`config.mk`:
```
export PLATFORM = sky130hd
export DESIGN_NAME = branch_cmp_pipe
export DESIGN_NICKNAME = d
export VERILOG_FILES = /design/src/rtl/branch_cmp_pipe.sv
export SDC_FILE = /design/constraint.sdc
export NUM_CORES = 1
export LEC_CHECK = 0
export ABC_AREA = 1
export CORE_MARGIN = 1
export CORE_UTILIZATION = 52
export CTS_BUF_LIST = sky130_fd_sc_hd__clkbuf_16
export DETAILED_ROUTE_END_ITERATION = 6
export PLACE_DENSITY = 0.83
export SLEW_MARGIN = 20
export SYNTH_ARGS = -nofsm -noshare
export SYNTH_HDL_FRONTEND = slang
export SYNTH_SLANG_ARGS = --single-unit
```
`constraint.sdc`:
```
create_clock -name clk -period 1.6 [get_ports clk]
set_clock_uncertainty 0.1 [all_clocks]
set_input_delay 0.32 -clock clk [delete_from_list [all_inputs] [get_ports clk]]
set_output_delay 0.32 -clock clk [all_outputs]
set_load 0.005 [all_outputs]
```
`src/rtl/branch_cmp_pipe.sv`:
```
`default_nettype none
// ============================================================================
// Module   : branch_cmp_pipe
// Purpose  : Two-stage pipelined branch / set-compare unit. Stage 1 forms
//            A-B and captures N/V/C/Z, mode and tag. Stage 2 resolves the
//            condition into a 1-bit result (or flags an illegal mode).
//            Valid/ready handshake on both sides, no skid buffer.
// Optional : BRCMP_STATS_EN adds a saturating taken_count output.
// Ports    : clk, rst_n (async, active low)
//            in_valid/in_ready, in_a, in_b, in_mode[2:0], in_tag
//            out_valid/out_ready, out_result, out_illegal, out_tag
//            taken_count (only with BRCMP_STATS_EN)
// Revision : 1.0  initial release
// ============================================================================
module branch_cmp_pipe #(
    parameter int WIDTH   = 32,
    parameter int TAG_W   = 4,
    parameter int COUNT_W = 16
) (
    input  logic               clk,
    input  logic               rst_n,
    input  logic               in_valid,
    output logic               in_ready,
    input  logic [WIDTH-1:0]   in_a,
    input  logic [WIDTH-1:0]   in_b,
    input  logic [2:0]         in_mode,
    input  logic [TAG_W-1:0]   in_tag,
    output logic               out_valid,
    input  logic               out_ready,
    output logic               out_result,
    output logic               out_illegal,
    output logic [TAG_W-1:0]   out_tag
`ifdef BRCMP_STATS_EN
    ,
    output logic [COUNT_W-1:0] taken_count
`endif
);

    // Elaboration-time parameter sanity checks.
    if (WIDTH < 2) begin : g_bad_width
        $error("branch_cmp_pipe: WIDTH must be >= 2");
    end
    if (COUNT_W < 1) begin : g_bad_count
        $error("branch_cmp_pipe: COUNT_W must be >= 1");
    end

    localparam logic [2:0] MODE_EQ  = 3'b000;
    localparam logic [2:0] MODE_NE  = 3'b001;
    localparam logic [2:0] MODE_LT  = 3'b100;
    localparam logic [2:0] MODE_GE  = 3'b101;
    localparam logic [2:0] MODE_LTU = 3'b110;
    localparam logic [2:0] MODE_GEU = 3'b111;

    // ---------------- handshake ----------------
    logic s1_valid_q, s2_valid_q;
    logic s2_adv;

    assign s2_adv   = ~s2_valid_q | out_ready;
    assign in_ready = ~s1_valid_q | s2_adv;

    // ---------------- stage 1: flags ----------------
    // Extra top bit carries "no borrow" out of A + ~B + 1.
    logic [WIDTH:0] diff;
    logic           n_d, v_d, c_d, z_d;

    assign diff = {1'b0, in_a} + {1'b0, ~in_b} + {{WIDTH{1'b0}}, 1'b1};
    assign c_d  = diff[WIDTH];
    assign n_d  = diff[WIDTH-1];
    assign z_d  = (diff[WIDTH-1:0] == '0);
    assign v_d  = (in_a[WIDTH-1] ^ in_b[WIDTH-1]) & (in_a[WIDTH-1] ^ diff[WIDTH-1]);

    logic             s1_n_q, s1_v_q, s1_c_q, s1_z_q;
    logic [2:0]       s1_mode_q;
    logic [TAG_W-1:0] s1_tag_q;

    always_ff @(posedge clk or negedge rst_n) begin
        if (!rst_n) begin
            s1_valid_q <= 1'b0;
            s1_n_q     <= 1'b0;
            s1_v_q     <= 1'b0;
            s1_c_q     <= 1'b0;
            s1_z_q     <= 1'b0;
            s1_mode_q  <= 3'b000;
            s1_tag_q   <= '0;
        end else if (in_ready) begin
            s1_valid_q <= in_valid;
            if (in_valid) begin
                s1_n_q    <= n_d;
                s1_v_q    <= v_d;
                s1_c_q    <= c_d;
                s1_z_q    <= z_d;
                s1_mode_q <= in_mode;
                s1_tag_q  <= in_tag;
            end
        end
    end

    // ---------------- stage 2: resolve ----------------
    logic result_d, illegal_d;

    always_comb begin
        result_d  = 1'b0;
        illegal_d = 1'b0;
        case (s1_mode_q)
            MODE_EQ:  result_d = s1_z_q;
            MODE_NE:  result_d = ~s1_z_q;
            MODE_LT:  result_d = s1_n_q ^ s1_v_q;
            MODE_GE:  result_d = ~(s1_n_q ^ s1_v_q);
            MODE_LTU: result_d = ~s1_c_q;
            MODE_GEU: result_d = s1_c_q;
            default:  illegal_d = 1'b1;
        endcase
    end

    logic             s2_result_q, s2_illegal_q;
    logic [TAG_W-1:0] s2_tag_q;

    always_ff @(posedge clk or negedge rst_n) begin
        if (!rst_n) begin
            s2_valid_q   <= 1'b0;
            s2_result_q  <= 1'b0;
            s2_illegal_q <= 1'b0;
            s2_tag_q     <= '0;
        end else if (s2_adv) begin
            s2_valid_q <= s1_valid_q;
            // Only load real operations so the held outputs never pick up a bubble.
            if (s1_valid_q) begin
                s2_result_q  <= result_d;
                s2_illegal_q <= illegal_d;
                s2_tag_q     <= s1_tag_q;
            end
        end
    end

    assign out_valid   = s2_valid_q;
    assign out_result  = s2_result_q;
    assign out_illegal = s2_illegal_q;
    assign out_tag     = s2_tag_q;

`ifdef BRCMP_STATS_EN
    // ---------------- optional taken counter ----------------
    logic [COUNT_W-1:0] taken_count_q;

    always_ff @(posedge clk or negedge rst_n) begin
        if (!rst_n) begin
            taken_count_q <= '0;
        end else if (out_valid && out_ready && out_result && (taken_count_q != '1)) begin
            taken_count_q <= taken_count_q + 1'b1;
        end
    end

    assign taken_count = taken_count_q;
`endif

endmodule
`default_nettype wire
```
==> results.json, run 1 <==
{
  "status": "aborted with a tool error",
  "stop_stage": "5_1_grt",
  "tool.error": "[ERROR DPL-0038] Utilization greater than 100%, impossible to legalize",
  "placed_area_um2": 5170,
  "dp_hpwl_um": 9110,
  "rows": 29,
  "syn-cell-area_um2": 3490,
  "die_y_um": 83.9,
  "grt_max_degree": 20,
  "yosysSeqAreaShare_pct": 13.6,
  "start_util_pct": 54.3,
  "gp_congestion": 0.951,
  "fp.dieW_um": 83.9,
  "htreeDepth": 1,
  "synth_edf_count": 0,
  "io_buffers": 82,
  "ioPinCount": 83,
  "cts_buffer_depth": 2,
  "yosysWarnings": 0,
  "ys_ff_latch": 19,
  "root_buffer": "clkbuf_16",
  "synth_ff_type": "dfrtp_1",
  "cts.sinks": 19,
  "synthCells": 672,
  "avgSynthCellArea_um2": 5.19,
  "endpoint_type": "register input",
  "synth_fp_nets": 780,
  "worst_endpoint": "s1_z_q$_DFFE_PN0P_/D",
  "cts_buffers": 3,
  "ys_types": 30,
  "async_flop_share_pct": 100
}
==> cells in the mapped netlist, types with 2 or more instances <==
| cell | count | area, µm² |
|---|---|---|
| a21o_1 | 2 | 15.0 |
| a21oi_1 | 20 | 100 |
| a31oi_1 | 2 | 12.5 |
| clkbuf_1 | 3 | 11.3 |
| clkinv_1 | 2 | 7.51 |
| dfrtp_1 | 19 | 475 |
| ha_1 | 32 | 400 |
| inv_1 | 156 | 586 |
| inv_2 | 4 | 15.0 |
| mux2_2 | 2 | 22.5 |
| nand2_1 | 269 | 1010 |
| nand2_2 | 8 | 50.1 |
| nand3_1 | 46 | 230 |
| nand3b_1 | 2 | 15.0 |
| nand4_1 | 12 | 75.1 |
| nor2_1 | 59 | 221 |
| nor2_2 | 3 | 18.8 |
| nor3_1 | 4 | 20.0 |
| o21ai_0 | 12 | 60.1 |
| o21bai_1 | 4 | 30.0 |
| or2_2 | 2 | 12.5 |
==> kinds of logic after synthesis <==
family	synth area share [%]
simple gates	48.7
buf+inv	17.8
compound gates	6.71
fa+ha+maj	12.1
flops	13.6
mux	0.933
xor+xnor	0.251
==> through the flow <==
stage | utilization, % | cells | TNS [ns] | worst slack [ns]
4_1_cts | 96.7 | 917 | -1.08 | -0.436
3_3_place_gp | 80.5 | 886 | -5.25 | -1.09
2_1_floorplan | - | 672 | -0.636 | -0.320
3_5_place_dp | 80.5 | 886 | -5.78 | -1.14
==> timing repair <==
item                                    4_1_cts
endpoints found under the setup margin        9
buffers inserted                             28
gates cloned                                  0
hold buffers                                  0
pin swaps                                   172
resized for setup                           442
==> run 2, diff against run 1 <==
--- a/config.mk
+++ b/config.mk
@@ -7,10 +7,9 @@
 export LEC_CHECK = 0
 export ABC_AREA = 1
 export CORE_MARGIN = 1
-export CORE_UTILIZATION = 52
-export CTS_BUF_LIST = sky130_fd_sc_hd__clkbuf_16
+export CORE_UTILIZATION = 40
 export DETAILED_ROUTE_END_ITERATION = 6
-export PLACE_DENSITY = 0.83
+export PLACE_DENSITY_LB_ADDON = 0.15
 export SLEW_MARGIN = 20
 export SYNTH_ARGS = -nofsm -noshare
 export SYNTH_HDL_FRONTEND = slang
==> results.json, run 2 <==
{
  "cts.sinks": 19,
  "final_cell_mix": "150 x nand2_1, 94 x inv_1, 85 x nand2_2, 69 x buf_4, 55 x inv_2",
  "grt_pass1_wl_um": 20500,
  "final_layout_size_suffix_gt1_share_pct": 53.9,
  "violations": "setup timing",
  "crit_buf_inv": 3,
  "ys_ff_latch": 19,
  "clkLatencyLatePin_ns": 0.26,
  "setup_viol": 4,
  "fp.dieW_um": 95.4,
  "fmax_ghz": 0.504,
  "fillCellCount": 642,
  "vias": 4690,
  "cp.required_ns": 1.70,
  "synth.top_cell.area_share_pct": 29.0,
  "cts.clk_slew.worst_paths_ns": 0.07,
  "synth_edf_count": 0,
  "avgSynthCellArea_um2": 5.19,
  "syn-cell-area_um2": 3490,
  "track_usage_pct": 28.4,
  "crit_path_cell_trace": "buf_8 > inv_12 > ha_4 > fa_2 > inv_4 > nand3_2 > nand2_2 > nand2_1 > nand3_1 > nand2_1 > nor2_1 > nand2_1 > nor3_2 > nand3_1 > nor2_1 > nand3_1 > nand2_1",
  "coreArea_um2": 8340,
  "first_global_vias": 4779,
  "gp_congestion": 0.874,
  "synth_common_cells": "269 x nand2_1, 156 x inv_1, 59 x nor2_1",
  "cp_common_cell": "nand2_1",
  "dp_hpwl_um": 9400,
  "rows": 33,
  "finalHoldViolCount": 0,
  "crit_family": "simple AND/OR/NAND/NOR gates",
  "start_util_pct": 41.8,
  "synth_fp_nets": 780,
  "yosysWarnings": 0,
  "fin_crit_ns": 1.99,
  "wl_um": 12700,
  "grt-ovfl-total": 0,
  "ys_types": 30,
  "grt-busiest-layer": "met2",
  "ioPinCount": 83,
  "crit_arrival_ns": 2.08,
  "root_buffer": "clkbuf_8",
  "yosys.area.top_type": "nand2_1",
  "drt-pass1-iter-count": 5,
  "gr-usage-met2_pct": 54.6,
  "cp_max_fo": 4,
  "hold_buffers": 0,
  "die_y_um": 95.4,
  "seq_area_um2": 475,
  "grt_max_degree": 20,
  "vias_per_cell": 4.95,
  "crit_slowest_cell": "fa_2",
  "drc": 0,
  "async_flop_share_pct": 100,
  "fp.dieArea_um2": 9100,
  "whs_ns": 0.290,
  "period_share_pct": 124,
  "yosysSeqAreaShare_pct": 13.6,
  "max_stage_delay_ns": 0.41,
  "worst_slew_pin_slew_ns": 0.283,
  "cap_violations": 0,
  "power_density_nw_per_um2": 531,
  "cts_tree": "built",
  "multi_input_area_um2": 3850,
  "ir_drop_v": 0.000363,
  "final_common_cell": "nand2_1",
  "hold_path_class": "input pin to asynchronous set/reset pin",
  "max-slew-margin-rel_pct": 81.1,
  "ant_nets": 0,
  "cp-start-kind": "input pin",
  "use_met1_pct": 31.5,
  "synth_ff_type": "dfrtp_1",
  "cellLeakagePower_nw": 3.45,
  "drtIter0Drc": 125,
  "synthCells": 672,
  "antenna_cells": 0,
  "synth_most_common_cell": "nand2_1",
  "htreeDepth": 1,
  "syn_to_final_growth_pct": 87.0,
  "finalNetCount": 951,
  "wl_per_cell_um": 13.4,
  "finalWorstSetupSlack_ns": -0.386,
  "cts_buffers": 3,
  "path_class": "input pin to flop",
  "synth.area.top_cells": "nand2_1 29%, inv_1 17%, dfrtp_1 14%",
  "status": "finished with violations",
  "grt_setup_unrepaired": "yes",
  "antenna_found_initial": 0,
  "fin_total_pwr_mw": 3.46,
  "end_kind": "flop",
  "io_buffers": 82,
  "grt_use_met3_pct": 2.87,
  "slew_violations": 0,
  "cts_buffer_depth": 2
}
[run 2: power breakdown]
part           switching [mW]  total [mW]  internal (mW)
Combinational            1.31        2.49           1.17
Sequential             0.0622       0.640          0.578
Clock                   0.161       0.335          0.173
Total                    1.54        3.46           1.93
[run 2: layout make-up]
type,instances,area share [%]
clock buffers,3,0.633
clock inverters,1,0.0768
inverters,162,9.90
multi-input cells,488,59.1
flip-flops and latches,19,7.29
well taps,105,2.01
repair buffers,169,21.0
[run 2: kinds of logic (layout without fill, tap and decap cells)]
group / after synthesis / after routing / synth area share (%)
XOR/XNOR: 1 / 1 / 0.251
buffers and inverters: 165 / 335 / 17.8
multiplexers: 3 / 3 / 0.933
flip-flops: 19 / 19 / 13.6
AO/OA/AOI/OAI: 42 / 42 / 6.71
adder cells (fa/ha/maj): 33 / 33 / 12.1
AND/OR/NAND/NOR: 409 / 409 / 48.7
[run 2: path summary, 6_finish.rpt]
path,startpoint,endpoint,slack (ns),cells past startpoint
worst max-delay path,in_a[0],s1_z_q,-0.39,17
worst min-delay path,rst_n,out_tag[2],0.29,2
worst max register to register,out_valid,s1_z_q,0.13,11
worst min register to register,s1_tag_q[2],s1_tag_q[2],0.39,2
max in group asynchronous,rst_n,s1_mode_q[1],0.91,2
min in group clk,s1_tag_q[2],s1_tag_q[2],0.39,2
[run 2: layer usage]
layer  up-vias  part of all wire (%)
met5         -                     0
met4         0                   4.6
met3        54                   4.4
met2       148                    51
met1      2117                    40
li1       2371                     -
[run 2: metrics by stage]
| step | TNS (ns) | setup slack (ns) | util [%] | std cells | cell area, µm² |
|---|---|---|---|---|---|
| after floorplan | -0.636 | -0.320 | - | 672 | 3830 |
| after global placement | -4.52 | -1.10 | 63.1 | 918 | 5260 |
| after detailed placement | -4.79 | -1.12 | 63.1 | 918 | 5260 |
| after CTS | -0.859 | -0.396 | 76.0 | 942 | 6340 |
| after global routing | -1.29 | -0.521 | 78.2 | 947 | 6520 |
| final | -0.958 | -0.386 | 78.2 | 947 | 6520 |
[run 2: what timing repair did]
item / 4_1_cts / 5_1_grt
pin swaps: 181 / 56
setup endpoints to repair: 5 / 6
buffers inserted: 20 / 5
cloned: 0 / 0
resized for setup: 488 / 76
(Power assumes the default switching activity.)
